`src/rtl/midi_event_decoder.sv`:
```
// rtl/midi_event_decoder.sv - multitimbral MIDI channel-voice parser with event FIFO
// Running-status parser feeding a first-word fall-through FIFO with a registered head.
module midi_event_decoder #(
  parameter int NUM_PARTS  = 4,
  parameter int FIFO_DEPTH = 8,
  parameter int FIFO_AW    = 3
) (
  input  logic                   CLOCK_25,
  input  logic                   reset_reg_N,
  input  logic                   in_valid,
  input  logic [7:0]             in_data,
  output logic                   in_ready,
  input  logic [4*NUM_PARTS-1:0] part_ch,
  input  logic [NUM_PARTS-1:0]   part_omni,
  input  logic [NUM_PARTS-1:0]   part_en,
  output logic                   ev_valid,
  input  logic                   ev_ready,
  output logic [2:0]             ev_type,
  output logic [NUM_PARTS-1:0]   ev_part_mask,
  output logic [6:0]             ev_d1,
  output logic [13:0]            ev_d2,
  output logic [7:0]             drop_cnt,
  output logic                   sysex_active
);

  localparam int EW = 3 + NUM_PARTS + 7 + 14;
  localparam logic [FIFO_AW:0] FULL_CNT = (FIFO_AW+1)'(FIFO_DEPTH);

  typedef enum logic [1:0] {IDLE, DATA1, DATA2, SYSEX} state_t;

  state_t          state_q;
  logic [7:0]      rs_q;
  logic [6:0]      d1_q;
  logic            sysex_q;
  logic            in_ready_q;

  logic            one_byte;
  logic            complete;
  logic [2:0]      new_type;
  logic [6:0]      new_d1;
  logic [13:0]     new_d2;
  logic [NUM_PARTS-1:0] new_mask;
  logic [EW-1:0]   new_ev;
  logic            fire;

  assign one_byte = (rs_q[7:4] == 4'hC) || (rs_q[7:4] == 4'hD);
  assign complete = in_valid && !in_data[7] &&
                    (((state_q == DATA1) && one_byte) || (state_q == DATA2));

  always_comb begin
    new_type = 3'd0;
    new_d1   = d1_q;
    new_d2   = {7'd0, in_data[6:0]};
    case (rs_q[7:4])
      4'h8: new_type = 3'd0;
      4'h9: new_type = (in_data[6:0] == 7'd0) ? 3'd0 : 3'd1;
      4'hA: new_type = 3'd6;
      4'hB: new_type = 3'd2;
      4'hC: begin new_type = 3'd3; new_d1 = in_data[6:0]; new_d2 = 14'd0; end
      4'hD: begin new_type = 3'd5; new_d1 = in_data[6:0]; new_d2 = 14'd0; end
      4'hE: begin new_type = 3'd4; new_d1 = 7'd0; new_d2 = {in_data[6:0], d1_q}; end
      default: new_type = 3'd0;
    endcase
  end

  always_comb begin
    new_mask = '0;
    for (int i = 0; i < NUM_PARTS; i++)
      new_mask[i] = part_en[i] && (part_omni[i] || (part_ch[4*i +: 4] == rs_q[3:0]));
  end

  assign new_ev = {new_type, new_mask, new_d1, new_d2};
  assign fire   = complete && (new_mask != '0);

  // Realtime bytes (F8-FF) fall through every branch and leave parser state untouched.
  always_ff @(posedge CLOCK_25 or negedge reset_reg_N) begin
    if (!reset_reg_N) begin
      state_q    <= IDLE;
      rs_q       <= 8'd0;
      d1_q       <= 7'd0;
      sysex_q    <= 1'b0;
      in_ready_q <= 1'b0;
    end else begin
      in_ready_q <= 1'b1;
      if (in_valid) begin
        if (in_data[7]) begin
          if (in_data == 8'hF0) begin
            state_q <= SYSEX;
            sysex_q <= 1'b1;
            rs_q    <= 8'd0;
          end else if (in_data >= 8'hF1 && in_data <= 8'hF7) begin
            state_q <= IDLE;
            sysex_q <= 1'b0;
            rs_q    <= 8'd0;
          end else if (in_data < 8'hF0) begin
            state_q <= DATA1;
            sysex_q <= 1'b0;
            rs_q    <= in_data;
          end
        end else begin
          case (state_q)
            DATA1: if (!one_byte) begin
              d1_q    <= in_data[6:0];
              state_q <= DATA2;
            end
            DATA2: state_q <= DATA1;
            default: state_q <= state_q;
          endcase
        end
      end
    end
  end

  logic [EW-1:0]      mem [FIFO_DEPTH];
  logic [FIFO_AW-1:0] wr_ptr_q, rd_ptr_q, rd_next;
  logic [FIFO_AW:0]   count_q, count_d;
  logic [EW-1:0]      head_q, head_d;
  logic               ev_valid_q;
  logic [7:0]         drop_q;
  logic               pop, wr, drop;

  assign pop     = ev_valid_q && ev_ready;
  assign wr      = fire && ((count_q != FULL_CNT) || pop);
  assign drop    = fire && (count_q == FULL_CNT) && !pop;
  assign rd_next = rd_ptr_q + 1'b1;
  assign count_d = count_q + (FIFO_AW+1)'(wr) - (FIFO_AW+1)'(pop);

  // Head register tracks mem[rd_ptr], bypassing a fresh write when the FIFO drains to it.
  always_comb begin
    head_d = head_q;
    if (pop) begin
      if (count_q > (FIFO_AW+1)'(1)) head_d = mem[rd_next];
      else if (wr)                   head_d = new_ev;
    end else if ((count_q == '0) && wr) begin
      head_d = new_ev;
    end
  end

  always_ff @(posedge CLOCK_25) begin
    if (wr) mem[wr_ptr_q] <= new_ev;
  end

  always_ff @(posedge CLOCK_25 or negedge reset_reg_N) begin
    if (!reset_reg_N) begin
      wr_ptr_q   <= '0;
      rd_ptr_q   <= '0;
      count_q    <= '0;
      head_q     <= '0;
      ev_valid_q <= 1'b0;
      drop_q     <= 8'd0;
    end else begin
      if (wr)  wr_ptr_q <= wr_ptr_q + 1'b1;
      if (pop) rd_ptr_q <= rd_next;
      count_q    <= count_d;
      head_q     <= head_d;
      ev_valid_q <= (count_d != '0);
      if (drop && (drop_q != 8'hFF)) drop_q <= drop_q + 8'd1;
    end
  end

  assign in_ready     = in_ready_q;
  assign sysex_active = sysex_q;
  assign ev_valid     = ev_valid_q;
  assign drop_cnt     = drop_q;
  assign {ev_type, ev_part_mask, ev_d1, ev_d2} = head_q;

endmodule

```
`config.mk`:
```
export PLATFORM = sky130hd
export DESIGN_NAME = midi_event_decoder
export DESIGN_NICKNAME = d
export VERILOG_FILES = /design/src/rtl/midi_event_decoder.sv
export SDC_FILE = /design/constraint.sdc
export NUM_CORES = 1
export LEC_CHECK = 0
export BUFFER_PORTS_ARGS = -buffer_cell sky130_fd_sc_hd__buf_2
export CORE_ASPECT_RATIO = 0.75
export CORE_MARGIN = 8
export CORE_UTILIZATION = 50
export DETAILED_ROUTE_END_ITERATION = 8
export GPL_TIMING_DRIVEN = 0
export PLACE_DENSITY = 0.75
export SETUP_SLACK_MARGIN = 0.2
export SYNTH_ARGS = -nofsm -noshare
export SYNTH_HDL_FRONTEND = slang
export SYNTH_SLANG_ARGS = --single-unit
```
`constraint.sdc`:
```
create_clock -name CLOCK_25 -period 12.8 [get_ports CLOCK_25]
set_input_delay 1.28 -clock CLOCK_25 [delete_from_list [all_inputs] [get_ports CLOCK_25]]
set_output_delay 1.28 -clock CLOCK_25 [all_outputs]
set_load 0.02 [all_outputs]
```
==> impl_metrics.toml <==
[synthesis]
postSynthCellCount = 695
postSynth.topFlopCell = "sky130_fd_sc_hd__edfxtp_1"
post_synthesis_cell_area_mm2 = 0.0121
synth_cell_types = 51
synthDominantAreaCellType = "sky130_fd_sc_hd__edfxtp_1"
count_of_flip_flops_with_a_built_in_enable_after_synthesis = 224
synth_top_area_share_pct = 55.8
postSynthNetCount = 740
synth_sequential_area_ratio_pct = 69.5
ys_warn_count = 0
ys_ff_latch = 290
synthTopCellsByArea = "sky130_fd_sc_hd__edfxtp_1 (56%), sky130_fd_sc_hd__dfrtp_1 (14%), sky130_fd_sc_hd__mux4_2 (10%)"
async_flop_share_pct = 22.8
synth_area_per_cell_um2 = 17.4

[clocking]
cts_setup_buffers = 0
path_clk_slew_ns = 0.06
clock-root-buffer = "sky130_fd_sc_hd__clkbuf_16"
cts-buffers-inserted = 28
postCtsResizedCells = 0
cts_hold_repair.buffers = 0
ctsLongestPathBuffers = 3
clock_latency_ns = 0.55
h-tree-depth = 1
tritoncts_num_sinks = 290
cts_tree = "done"

[floorplanning]
boundaryPins = 75
row_count = 49
initial_core_utilization_pct = 50.6
die_height_um = 151
die_area_mm2 = 0.0294
chipWidth_um = 195
core_area_mm2 = 0.0238

[global_route]
grt-ovfl-total = 0
grtUsageTotal_pct = 18.5
antenna_found_initial = 2
grt_first_pass_wirelength_mm = 41.3
maximum_number_of_pins_on_one_net_before_global_route_repair = 59
grt_pass1_vias = 6844

[sta]
timing.fmax_mhz = 250
final_min_period_over_clock_period_pct = 31.2
rsz0062_at_grt = "false"
fin_worst_skew_ns = 0.0222
post-route-worst-setup-slack_ns = 8.80
layout_min_cycle_time_ns = 4.00
tightest_slew_ns = 1.08
timing.slew.headroom_pct = 27.9
setup_viol = 0
tns_ns = 0
whs_ns = 0.502
maxSlewViolCount = 0
final_number_of_hold_violating_endpoints = 0

[pwr]
power_density_mw_per_mm2 = 216
leakage_power_figure_nw = 5.16
vdd_ir_drop_max_mv = 0.159

[cells_and_area]
final_antenna_diode_count = 0
final.fill_count = 1728
area.sequential_mm2 = 0.00838
postLayoutCoreUtil_pct = 58.4
area_growth_syn_to_layout_pct = 15.5
multi_input_comb_area_mm2 = 0.00349
layout-drive-gt1-share_pct = 28.7
num-nets-final = 853

[drt]
dr.pass1.iters = 5
drt-initial-drc-count = 676
routedWlPerCell_um = 23.7
antenna_nets_post_route = 0
drcViolationCount = 0
routed_wirelength_mm = 26.9
vias = 6795
viasPerCell = 5.98

[critical_path]
criticalPathCategory = "input port to flop"
timing.critical_path.fanout_max = 10
crit_path_cell_trace = "buf_2 > xor2_1 > nor4_1 > o21ai_1 > a41o_1 > buf_6 > or3_4 > nor3_2 > buf_6 > buf_6"
worst_path_most_repeated_cell = "sky130_fd_sc_hd__buf_6"
critical_path_buf_inv_count = 4
worst_path_max_delay_cell = "sky130_fd_sc_hd__nor3_2"
worst_setup_path_end_kind = "flop"
cp.required_ns = 13.05
crit_arrival_ns = 4.25
cpLargestDelayFamily = "simple AND/OR/NAND/NOR gates"
startpoint_type = "input port"
critical-path-max-stage-delay_ns = 0.74

[placement]
globalplace.congestion = 0.830
hpwl_mm = 18.2
dpl_worst_slack_ns = 8.32
port-buffer-count = 70

[worst_hold_path]
worstHoldPathType = "flop to flop"

[status]
status = "completed"

[flow_run]
timing.max_cap.violations = 0
sequential cells by signal, summed over array words and instances (netlist names):
name	count
mem	224
head_q	28
drop_cnt	8
rs_q	8
d1_q	7
count_q	4
rd_ptr_q	3
wr_ptr_q	3
state_q	2
ev_valid	1
in_ready	1
sysex_active	1
cell usage in the layout (no fill, tap or decap), drive strengths merged, types with 5 or more instances in the layout:
cell / Yosys / final
edfxtp: 224 / 224
ha: 8 / 8
mux4: 56 / 56
nor2: 16 / 16
a22oi: 9 / 9
a21oi: 8 / 8
buf: 14 / 97
dfrtp: 66 / 66
nand2: 54 / 54
inv: 18 / 19
nand2b: 8 / 8
clkbuf: 19 / 60
o21ai: 26 / 26
o22a: 15 / 15
clkinv: 0 / 9
nor3: 7 / 7
o21a: 7 / 7
mux2i: 8 / 8
xor2: 22 / 22
nor4: 5 / 5
a22o: 21 / 21
mux2: 33 / 33
and2: 11 / 11
final timing paths:
check	from	end	slack, ns	cells after the start
min reg2reg	head_q[12]	head_q[12]	0.50	1
max	part_ch[11]	mem[0][2]	8.80	10
max reg2reg	rs_q[0]	mem[0][2]	9.07	10
max in group asynchronous	reset_reg_N	head_q[12]	11.67	2
min in group asynchronous	reset_reg_N	head_q[15]	0.57	1
min	head_q[12]	head_q[12]	0.50	1
stage by stage:
stage	instances	total power, mW	cell area [um2]
6_report	1136	3.01	13900
5_1_grt	1136	3.14	13900
4_1_cts	1136	3.03	13900
3_5_place_dp	1084	2.26	13100
3_3_place_gp	1071	2.22	12800
2_1_floorplan	695	1.95	12100
area by class of cell:
cell class | instances | area share, %
Clock buffer | 41 | 5.75
Buffer | 33 | 1.33
Sequential cell | 290 | 60.1
Tap cell | 306 | 2.75
Timing Repair Buffer | 83 | 4.08
Inverter | 18 | 0.485
Multi-Input combinational cell | 354 | 25.1
Clock inverter | 11 | 0.413
Yosys cell counts, types with 9 or more instances:
master,number
sky130_fd_sc_hd__a22o_1,21
sky130_fd_sc_hd__mux2_4,13
sky130_fd_sc_hd__inv_1,18
sky130_fd_sc_hd__a22oi_1,9
sky130_fd_sc_hd__edfxtp_1,224
sky130_fd_sc_hd__xor2_1,22
sky130_fd_sc_hd__o22a_1,15
sky130_fd_sc_hd__nand2_1,54
sky130_fd_sc_hd__o21ai_0,22
sky130_fd_sc_hd__clkbuf_1,19
sky130_fd_sc_hd__mux2_2,20
sky130_fd_sc_hd__mux4_2,56
sky130_fd_sc_hd__nor2_1,16
sky130_fd_sc_hd__dfrtp_1,66
sky130_fd_sc_hd__and2_1,11
cells by family after synthesis:
group / after synthesis / share of synthesized area (%)
other: 1 / 0.0311
buffers and inverters: 51 / 2.10
flip-flops: 290 / 69.5
XOR/XNOR: 26 / 1.89
multiplexers: 97 / 14.6
AO/OA/AOI/OAI: 98 / 5.85
AND/OR/NAND/NOR: 123 / 5.08
adder cells (fa/ha/maj): 9 / 0.996
layer usage:
layer  share of wire, %  up-vias  GRT usage, %
li1                   -     2950             -
met1                 44     3503          26.7
met2                 46      294          29.1
met3                7.6       44          3.31
met4                2.0        4          4.20
met5              0.067        -             0
power breakdown:
part           internal [mW]  total (mW)  switching, mW
Sequential              1.14        1.19         0.0541
Clock                  0.433       0.774          0.341
Combinational          0.474        1.04          0.567
Total                   2.05        3.01          0.962
No activity file was read; power rests on OpenSTA's default activity.
